`src/rtl/mips_dbg_pkg.sv`:
```
// Shared types and constants for the MIPS debug/readback blocks.
// Holds the dump engine state encoding and the byte-stream framing constants.
package mips_dbg_pkg;

    typedef enum logic [2:0] {
        ST_IDLE = 3'd0,
        ST_RD   = 3'd1,
        ST_WAIT = 3'd2,
        ST_SEND = 3'd3,
        ST_CSUM = 3'd4,
        ST_FIN  = 3'd5
    } dump_state_e;

    localparam int          BYTES_PER_WORD = 4;
    localparam logic [1:0]  LAST_BYTE_IDX  = 2'd3;
    localparam logic [7:0]  CSUM_INIT      = 8'h00;

endpackage

```
`src/rtl/dm_dump.sv`:
```
// Data-memory readback engine: reads a word window through a synchronous read
// port and streams it little-endian with valid/ready, then one XOR checksum byte.
module dm_dump
    import mips_dbg_pkg::*;
#(
    parameter int ADDR_W = 10,
    parameter int DATA_W = 32
) (
    input  logic              clk,
    input  logic              rst,
    input  logic              start,
    input  logic [ADDR_W-1:0] base,
    input  logic [ADDR_W:0]   count,
    output logic              mem_rd_en,
    output logic [ADDR_W-1:0] mem_addr,
    input  logic [DATA_W-1:0] mem_rdata,
    output logic [7:0]        tx_data,
    output logic              tx_valid,
    input  logic              tx_ready,
    output logic              busy,
    output logic              done
);

    dump_state_e       state_r;
    logic [ADDR_W-1:0] addr_r;
    logic [ADDR_W:0]   remaining_r;
    logic [DATA_W-1:0] shift_r;
    logic [1:0]        idx_r;
    logic [7:0]        csum_r;
    logic              hs_s;

    assign hs_s = tx_valid & tx_ready;

    // Dump sequencer; every output is a register loaded on the transition into its state.
    always_ff @(posedge clk or negedge rst) begin
        if (!rst) begin
            state_r     <= ST_IDLE;
            addr_r      <= {ADDR_W{1'b0}};
            remaining_r <= {(ADDR_W+1){1'b0}};
            shift_r     <= {DATA_W{1'b0}};
            idx_r       <= 2'd0;
            csum_r      <= CSUM_INIT;
            mem_rd_en   <= 1'b0;
            mem_addr    <= {ADDR_W{1'b0}};
            tx_data     <= 8'h00;
            tx_valid    <= 1'b0;
            busy        <= 1'b0;
            done        <= 1'b0;
        end else begin
            case (state_r)
                ST_IDLE: begin
                    done <= 1'b0;
                    if (start) begin
                        addr_r      <= base;
                        remaining_r <= count;
                        csum_r      <= CSUM_INIT;
                        busy        <= 1'b1;
                        if (count == {(ADDR_W+1){1'b0}}) begin
                            state_r  <= ST_CSUM;
                            tx_data  <= CSUM_INIT;
                            tx_valid <= 1'b1;
                        end else begin
                            state_r   <= ST_RD;
                            mem_rd_en <= 1'b1;
                            mem_addr  <= base;
                        end
                    end
                end
                ST_RD: begin
                    mem_rd_en <= 1'b0;
                    state_r   <= ST_WAIT;
                end
                ST_WAIT: begin
                    // Byte 0 goes straight to tx_data; shift_r keeps the bytes still to send.
                    tx_data     <= mem_rdata[7:0];
                    shift_r     <= mem_rdata >> 8;
                    tx_valid    <= 1'b1;
                    idx_r       <= 2'd0;
                    addr_r      <= addr_r + 1'b1;
                    remaining_r <= remaining_r - 1'b1;
                    state_r     <= ST_SEND;
                end
                ST_SEND: begin
                    if (hs_s) begin
                        csum_r <= csum_r ^ tx_data;
                        idx_r  <= idx_r + 2'd1;
                        if (idx_r == LAST_BYTE_IDX) begin
                            if (remaining_r != {(ADDR_W+1){1'b0}}) begin
                                state_r   <= ST_RD;
                                tx_valid  <= 1'b0;
                                mem_rd_en <= 1'b1;
                                mem_addr  <= addr_r;
                            end else begin
                                state_r <= ST_CSUM;
                                tx_data <= csum_r ^ tx_data;
                            end
                        end else begin
                            tx_data <= shift_r[7:0];
                            shift_r <= shift_r >> 8;
                        end
                    end
                end
                ST_CSUM: begin
                    if (hs_s) begin
                        tx_valid <= 1'b0;
                        done     <= 1'b1;
                        state_r  <= ST_FIN;
                    end
                end
                ST_FIN: begin
                    done    <= 1'b0;
                    busy    <= 1'b0;
                    state_r <= ST_IDLE;
                end
                default: begin
                    state_r   <= ST_IDLE;
                    mem_rd_en <= 1'b0;
                    tx_valid  <= 1'b0;
                    busy      <= 1'b0;
                    done      <= 1'b0;
                end
            endcase
        end
    end

endmodule

```
`config.mk`:
```
export PLATFORM = sky130hd
export DESIGN_NAME = dm_dump
export DESIGN_NICKNAME = d
export VERILOG_FILES = /design/src/rtl/mips_dbg_pkg.sv /design/src/rtl/dm_dump.sv
export SDC_FILE = /design/constraint.sdc
export NUM_CORES = 1
export LEC_CHECK = 0
export ABC_AREA = 1
export BUFFER_PORTS_ARGS = -buffer_cell sky130_fd_sc_hd__buf_2
export CAP_MARGIN = 20
export CORE_UTILIZATION = 53
export CTS_CLUSTER_DIAMETER = 80
export CTS_CLUSTER_SIZE = 12
export DETAILED_ROUTE_END_ITERATION = 10
export GPL_TIMING_DRIVEN = 0
export PLACE_DENSITY = 0.76
export SYNTH_ARGS = -nofsm -noshare
export SYNTH_HDL_FRONTEND = slang
export SYNTH_SLANG_ARGS = --single-unit
```
`constraint.sdc`:
```
create_clock -name clk -period 4.4 [get_ports clk]
set_input_delay 0.88 -clock clk [delete_from_list [all_inputs] [get_ports clk]]
set_output_delay 0.88 -clock clk [all_outputs]
set_load 0.02 [all_outputs]
```
==> results of run 1 <==
==> stage by stage <==
step	util	area (µm²)
global route	0.6575	5186
floorplan	-	4432
detailed placement	0.6313	4980
finish	0.6575	5186
CTS	0.6575	5186
global placement	0.6275	4950
==> kinds of logic after synthesis <==
logic type,count (synthesis),share of synthesized area
flip-flops,80,0.4517
buffers and inverters,90,0.09147
AO/OA/AOI/OAI,109,0.1519
AND/OR/NAND/NOR,281,0.2699
XOR/XNOR,12,0.02372
adder cells (fa/ha/maj),4,0.01129
==> layer usage <==
metal / routed length, µm / up-vias / track usage / share of wire
met5: 0 / - / 0 / 0
met4: 146 / 0 / 0.08590 / 0.013
met3: 494 / 12 / 0.04553 / 0.045
met2: 5487 / 107 / 0.4767 / 0.50
met1: 4807 / 1977 / 0.3449 / 0.44
li1: - / 2043 / - / -
==> sequential cells by signal (all words and copies together) (netlist names) <==
name and count:
idx_r 2, state_r 3, tx_data 8, busy 1, csum_r 8, mem_rd_en 1
addr_r 10, tx_valid 1, done 1, mem_addr 10, shift_r 24, remaining_r 11
==> layout make-up <==
class | count | area [µm²] | area share
Clock inverter | 5 | 55.05 | 0.01062
Multi-Input combinational cell | 406 | 2024 | 0.3903
Inverter | 65 | 244.0 | 0.04704
Timing Repair Buffer | 79 | 420.4 | 0.08106
Buffer | 25 | 161.4 | 0.03112
Sequential cell | 80 | 2002 | 0.3860
Clock buffer | 11 | 151.4 | 0.02919
Tap cell | 102 | 127.6 | 0.02461
==> worst max path at each step <==
| stage | to | cells past startpoint | from | slack, ns |
|---|---|---|---|---|
| 2_1_floorplan | tx_data[6]$_DFFE_PN0P_ | 8 | count[8] | 2.58 |
| 3_3_place_gp | tx_data[4]$_DFFE_PN0P_ | 1 | rst | 1.81 |
| 3_5_place_dp | tx_data[7]$_DFFE_PN0P_ | 9 | count[0] | 2.14 |
| 4_1_cts | mem_addr[8]$_DFFE_PN0P_ | 10 | idx_r[0]$_DFFE_PN0P_ | 2.46 |
| 5_1_grt | mem_addr[0]$_DFFE_PN0P_ | 10 | idx_r[0]$_DFFE_PN0P_ | 2.33 |
| 6_report | mem_addr[8]$_DFFE_PN0P_ | 10 | idx_r[0]$_DFFE_PN0P_ | 2.45 |
==> placed cells by master, fill, tap and decap left out, types with 2 or more instances in the layout <==
| cell | Yosys | layout |
|---|---|---|
| inv_2 | 6 | 6 |
| a21oi_1 | 12 | 12 |
| o221ai_1 | 3 | 3 |
| o21ai_0 | 53 | 53 |
| nand4_1 | 8 | 8 |
| clkbuf_1 | 4 | 4 |
| nor2_4 | 4 | 4 |
| buf_2 | 9 | 86 |
| buf_6 | 3 | 3 |
| inv_1 | 59 | 59 |
| o21a_1 | 7 | 7 |
| buf_4 | 9 | 10 |
| o21ai_1 | 8 | 8 |
| nor2_1 | 33 | 33 |
| xnor2_1 | 6 | 6 |
| o211ai_1 | 16 | 16 |
| nand2_1 | 181 | 181 |
| clkbuf_8 | 0 | 11 |
| clkinvlp_4 | 0 | 2 |
| a211oi_1 | 2 | 2 |
| clkinv_2 | 0 | 2 |
| dfrtp_1 | 80 | 80 |
| o211ai_2 | 2 | 2 |
| ha_1 | 4 | 4 |
| nor3_1 | 4 | 4 |
| xor2_1 | 6 | 6 |
| nand3_1 | 43 | 43 |
| nand2_2 | 4 | 4 |
==> report_power, final <==
| part | total, mW | internal [mW] | switching (mW) |
|---|---|---|---|
| combinational | 2.16 | 0.777 | 1.38 |
| clock | 0.576 | 0.291 | 0.284 |
| sequential | 1.32 | 1.10 | 0.222 |
==> summary.md, run 1 <==
| Metric | Value |
|---|---|
| Vias in the first global route | 4061 |
| H-tree levels | 3 |
| DR vias/cell | 5.354 |
| Max-Cap Viols | 0 |
| Yosys warns | 0 |
| Layout cell share with drive strength beyond 1 | 0.2057 |
| Mean area per synthesized cell | 7.694 µm² |
| Most common cell in the synthesized netlist | nand2_1 |
| Largest net degree at the start of global routing | 69 |
| Post-Layout Cell Count | 773 |
| Hold_buf cts | 0 |
| Slowest stage delay, CP | 0.38 ns |
| CP Cell Sequence | ha_1 -> buf_4 -> inv_1 -> o21ai_1 -> nand2_1 -> nor2_2 -> nand2_1 -> buf_2 -> nand2_1 -> nand2_1 |
| Routed length per instance | 14.15 µm |
| Critical path arrival | 2.21 ns |
| Worst clock skew | 0.009876 ns |
| Post-route DRC | 0 |
| GRT Residual Overflow | 0 |
| Drt pass-1 iters | 4 |
| Tcrit/Tclk final | 0.4421 |
| Number of diodes | 0 |
| Critical path type | reg2reg |
| Count of pins over their slew limit | 0 |
| Initial Util | 0.5619 |
| Leakage power | 2.673 nW |
| CP bufs+invs | 3 |
| Slew @ Worst Pin | 0.5094 ns |
| Final worst slack | 2.455 ns |
| R2R cell count | 10 |
| Netlist cell types | 35 |
| Critical Path Sink Type | flop |
| FP Rows | 32 |
| Final Power | 4.053 mW |
| Outcome | finished clean |
| Crit Reg-Reg Startpoint | idx_r[0]$_DFFE_PN0P_ |
| Startpoint type of the worst setup path | flop |
| Initial antenna violation count | 0 |
| Total GRT Usage | 0.2731 |
| CP required | 4.66 ns |
| F_max | 0.5141 GHz |
| Sum of negative setup slack | 0 ns |
| Dominant cells by area after synthesis | dfrtp_1 45%, nand2_1 15%, o21ai_0 6.0% |
| Full die area | 0.008731 mm² |
| Post-synth top area share | 0.4517 |
| Peak VDD IR | 0.4078 mV |
| Io pins | 79 |
| Final Hold Viols | 0 |
| NumNets Final | 727 |
| Die height | 93.44 µm |
| Post-Synthesis Cells | 576 |
| Worst Path Max Fanout | 10 |
| CTS clk-pin slew, worst paths | 0.09 ns |
| Netlist Area Pre-Place | 0.004432 mm² |
| Placed Instances | 757 |
| RR Endpoint | mem_addr[8]$_DFFE_PN0P_ |
| Post-Route WL | 10940 µm |
| Hold_ws | 0.3468 ns |
| Core box area | 0.007888 mm² |
| Post-synthesis sequential area ratio | 0.4517 |
| Max Root-Sink Buffers | 2 |
| Synth area leader | dfrtp_1 |
| Worst slew margin | 0.6604 |
| Slowest CP cell | dfrtp_1 |
| Flops & latches, synth | 80 |
| Post CTS Setup Buffer Count | 0 |
| Pre-CTS setup slack | 2.140 ns |
| CTS resizes | 0 |
| RSZ-0062 raised after global routing | no |
| Synthesis-to-finish area growth | 17.02% |
| R2r setup slk | 2.45 ns |
| Synth Net Count | 637 |
| Post-synth EDFFs | 0 |
| Tmin final | 1.945 ns |
| Routability cong. | 0.8988 |
| Clk Latency, worst-skew pair | 0.37 ns |
| Pwr Density | 781.4 mW/mm² |
| Setup-failing EPs final | 0 |
| HP Class | in2async |
| Leading register cell type out of synthesis | dfrtp_1 |
| Antenna Violating Nets Remaining | 0 |
| Hpwl dp | 8036 µm |
| Root Buffer | clkbuf_8 |
| Worst path most repeated cell | nand2_1 |
| First-pass GRT wire length | 18460 µm |
| Asr flop ratio synth | 1.000 |
| Filler cells | 707 |
| Vias post-DR | 4139 |
| DR iter-0 viols | 183 |
| CP delay by family, top | simple AND/OR/NAND/NOR gates |
| CTS tree | built |
| CTS sink cnt | 80 |
| Total CTS buffers | 9 |
| Port Buf Inserts | 78 |
| Most frequent cells after synthesis | 181 x nand2_1, 80 x dfrtp_1, 59 x inv_1 |
| Chip width | 93.44 µm |
Note: power is estimated with default switching activity, not from simulation.
==> run 2, diff against run 1 <==
Settings changed: CORE_UTILIZATION 53 to 51, PLACE_DENSITY 0.76 to 0.77.
Clock period 4.4 ns to 1.67 ns, I/O delays scaled along.
==> run 2 against run 1 <==
Net effect:
- routed wire length grew 8.0%
- first-iteration DRC count grew 18%
- flip-flop and latch count is the same
- combinational power grew to 3.0 times the previous value
- hold slack lost 0.17 ns
- highest routed layer unchanged
- critical path depth shrank 1
- register-to-register slack lost 2.4 ns
- core utilization grew 0.90 points
- critical path type unchanged
- clock power grew to 2.6 times the previous value
==> summary.md, run 2 (synthesis gave the netlist of run 1 again) <==
| Metric | Value |
|---|---|
| Outcome | finished clean |
| Total placed instance area | 0.004984 mm² (about the same) |
| Setup-failing EPs final | 0 (unchanged) |
| Worst slew margin | 0.7013 (+0.04085) |
| HP Class | in2reg |
| Final Power | 11.55 mW (+180%) |
| CP Cell Sequence | nor2_2 -> nand2_1 -> nor2_2 -> nand2_2 -> nand2_2 -> nand2_1 -> buf_4 -> nand3_1 -> nand2_1 |
| Post-Layout Cell Count | 798 (+3.2%) |
| Post-route DRC | 0 (unchanged) |
| Pwr Density | 2087 mW/mm² (+170%) |
| Critical Path Sink Type | flop |
| Hpwl dp | 8191 µm (+1.9%) |
| Worst Hold Depth | 3 |
| Worst Path Max Fanout | 10 (unchanged) |
| Slew @ Worst Pin | 0.4481 ns (-0.06127 ns) |
| Regs by FF count | shift_r x24, remaining_r x11 |
| RR Endpoint | mem_addr[5]$_DFFE_PN0P_ |
| Internal | 6.227 mW (+190%) |
| Footprint of the multi-input gates | 0.002100 mm² (+3.7%) |
| Routability cong. | 0.9068 (+0.89%) |
| Worst path most repeated cell | nand2_1 |
| CTS tree | built |
| Commonest non-fill, non-tap cell in the layout | nand2_1 |
| Critical path arrival | 1.86 ns (-0.35 ns) |
| R2R cell count | 9 (-1) |
| Slowest CP cell | dfrtp_1 |
| Final Instance Area | 0.005532 mm² (+6.7%) |
| Crit Reg-Reg Startpoint | remaining_r[4]$_DFFE_PN0P_ |
| RSZ-0062 raised after global routing | yes |
| Critical path type | reg2reg |
| Slowest stage delay, CP | 0.43 ns (+0.05 ns) |
| Total GRT Usage | 0.2774 (+0.004310) |
| Post-Route WL | 11810 µm (+8.0%) |
| Number of diodes | 0 (unchanged) |
| DR iter-0 viols | 216 (+18%) |
| Hold EP | shift_r[21]$_DFFE_PN0P_ |
| R2r setup slk | 0.06 ns (-2.39 ns) |
| Leakage power | 2.821 nW (+5.6%) |
| Hold_ws | 0.1754 ns (-0.1713 ns) |
| CTS sink cnt | 80 (unchanged) |
| F_max | 0.6226 GHz (+21%) |
| FP Rows | 33 (+3.1%) |
| Chip width | 95.22 µm (+1.9%) |
| Sum of negative setup slack | 0 ns (unchanged) |
| Hold Path Origin | mem_rdata[29] |
| Max-Cap Viols | 0 (unchanged) |
| Final Hold Viols | 0 (unchanged) |
| Layout cell share with drive strength beyond 1 | 0.2583 (+0.05263) |
| Worst clock skew | 0.006812 ns (-0.003065 ns) |
| Sequential Power Share | 0.304 (-0.021) |
| Biggest register | shift_r |
| Comb power frac | 0.567 (+0.034) |
| CP required | 1.93 ns (-2.73 ns) |
| Max Root-Sink Buffers | 2 (unchanged) |
| Clk Latency, worst-skew pair | 0.36 ns (about the same) |
| Total CTS buffers | 9 (unchanged) |
| Switching Fraction | 0.4607 (-0.005102) |
| Final worst slack | 0.06377 ns (-2.391 ns) |
| Clock power frac | 0.129 (-0.013) |
| Filler cells | 691 (-2.3%) |
| Tmin final | 1.606 ns (-0.3391 ns) |
| Port Buf Inserts | 78 (unchanged) |
| Count of pins over their slew limit | 0 (unchanged) |
| Die height | 95.22 µm (+1.9%) |
| Antenna Violating Nets Remaining | 0 (unchanged) |
| Register Area | 0.002003 mm² (about the same) |
| Initial antenna violation count | 0 (unchanged) |
| Largest net degree at the start of global routing | 60 (-13%) |
| H-tree levels | 3 (unchanged) |
| CTS clk-pin slew, worst paths | 0.09 ns (about the same) |
| Core box area | 0.008299 mm² (+5.2%) |
| Vias in the first global route | 4215 (+3.8%) |
| Pre-CTS setup slack | -0.2932 ns (-2.433 ns) |
| First-pass GRT wire length | 19180 µm (+3.9%) |
| Final core utilization | 0.6665 (+0.008997) |
| Initial Util | 0.5340 (-0.02787) |
| Routed length per instance | 14.80 µm (+4.6%) |
| Drt pass-1 iters | 5 (+1) |
| Max reg flops | 24 (unchanged) |
| Vias post-DR | 4381 (+5.8%) |
| GRT Residual Overflow | 0 (unchanged) |
| Placed Instances | 760 (+0.40%) |
| Root Buffer | clkbuf_8 |
| Full die area | 0.009067 mm² (+3.8%) |
| Startpoint type of the worst setup path | flop |
| Tcrit/Tclk final | 0.9618 (+0.5197) |
| NumNets Final | 749 (+3.0%) |
| Peak VDD IR | 1.060 mV (+160%) |
| Io pins | 79 (unchanged) |
| DR vias/cell | 5.490 (+2.5%) |
| Sw Pwr | 5.319 mW (+180%) |
| Most frequent cells in the layout | 175 x nand2_1, 79 x buf_2, 79 x dfrtp_1 |
| Synthesis-to-finish area growth | 24.82% |
## run 2: cell count changes in the layout (fill, tap and decap cells not counted), sizes merged
cell / delta
buf: +19
clkbuf: +1
clkinvlp: +1
dlygate4sd3: +1
## run 2: worst max-delay path by stage
stage / slack (ns) / startpoint / cells past startpoint / to
detailed placement: -0.29 / idx_r[0]$_DFFE_PN0P_ / 10 / mem_addr[3]$_DFFE_PN0P_
CTS: 0.0008 / remaining_r[0]$_DFFE_PN0P_ / 10 / mem_addr[7]$_DFFE_PN0P_
floorplan: 0.07 / idx_r[0]$_DFFE_PN0P_ / 10 / mem_addr[0]$_DFFE_PN0P_
global placement: -0.35 / rst / 1 / tx_data[1]$_DFFE_PN0P_
finish: 0.06 / remaining_r[4]$_DFFE_PN0P_ / 9 / mem_addr[5]$_DFFE_PN0P_
global route: -0.02 / state_r[2]$_DFFE_PN0P_ / 9 / mem_addr[0]$_DFFE_PN0P_
## run 2: critical path, delay by kind of cell (launching register included)
family                 cells  cell delay (ns)
AND/OR/NAND/NOR            8             0.87
flip-flops                 1             0.43
buffers and inverters      1             0.18
## run 2: layout make-up
cell class | instances | area share
multi-input combinational | 406 | 0.3796
sequential | 80 | 0.3621
timing repair buffer | 101 | 0.1117
inverter | 65 | 0.04569
buffer | 25 | 0.04004
clock buffer | 10 | 0.02488
tap | 105 | 0.02375
clock inverter | 6 | 0.01221
## run 2: power by group through the flow
stage | Combinational, mW | Clock [mW] | Sequential, mW
floorplan | 3.97 | 0 | 3.65
global placement | 5.55 | 0 | 3.45
detailed placement | 5.72 | 0 | 3.49
CTS | 6.00 | 1.52 | 3.47
global route | 7.32 | 1.59 | 3.61
finish | 6.54 | 1.49 | 3.51
## run 2: per-layer routing
metal	up-vias	global-route usage	part of all wire
met3	27	0.05104	0.062
met2	175	0.4696	0.50
li1	2098	-	-
met5	-	0	0
met1	2081	0.3476	0.41
met4	0	0.1136	0.026
## run 2: repair_timing
| item | in CTS | in global routing |
|---|---|---|
| gates cloned | 0 | 1 |
| hold buffers | 1 | 0 |
| setup buffers | 7 | 13 |
| endpoints found under the hold margin | 21 | 0 |
| endpoints found under the setup margin | 43 | 68 |
| pin swaps | 4 | 6 |
| resized for setup | 20 | 30 |
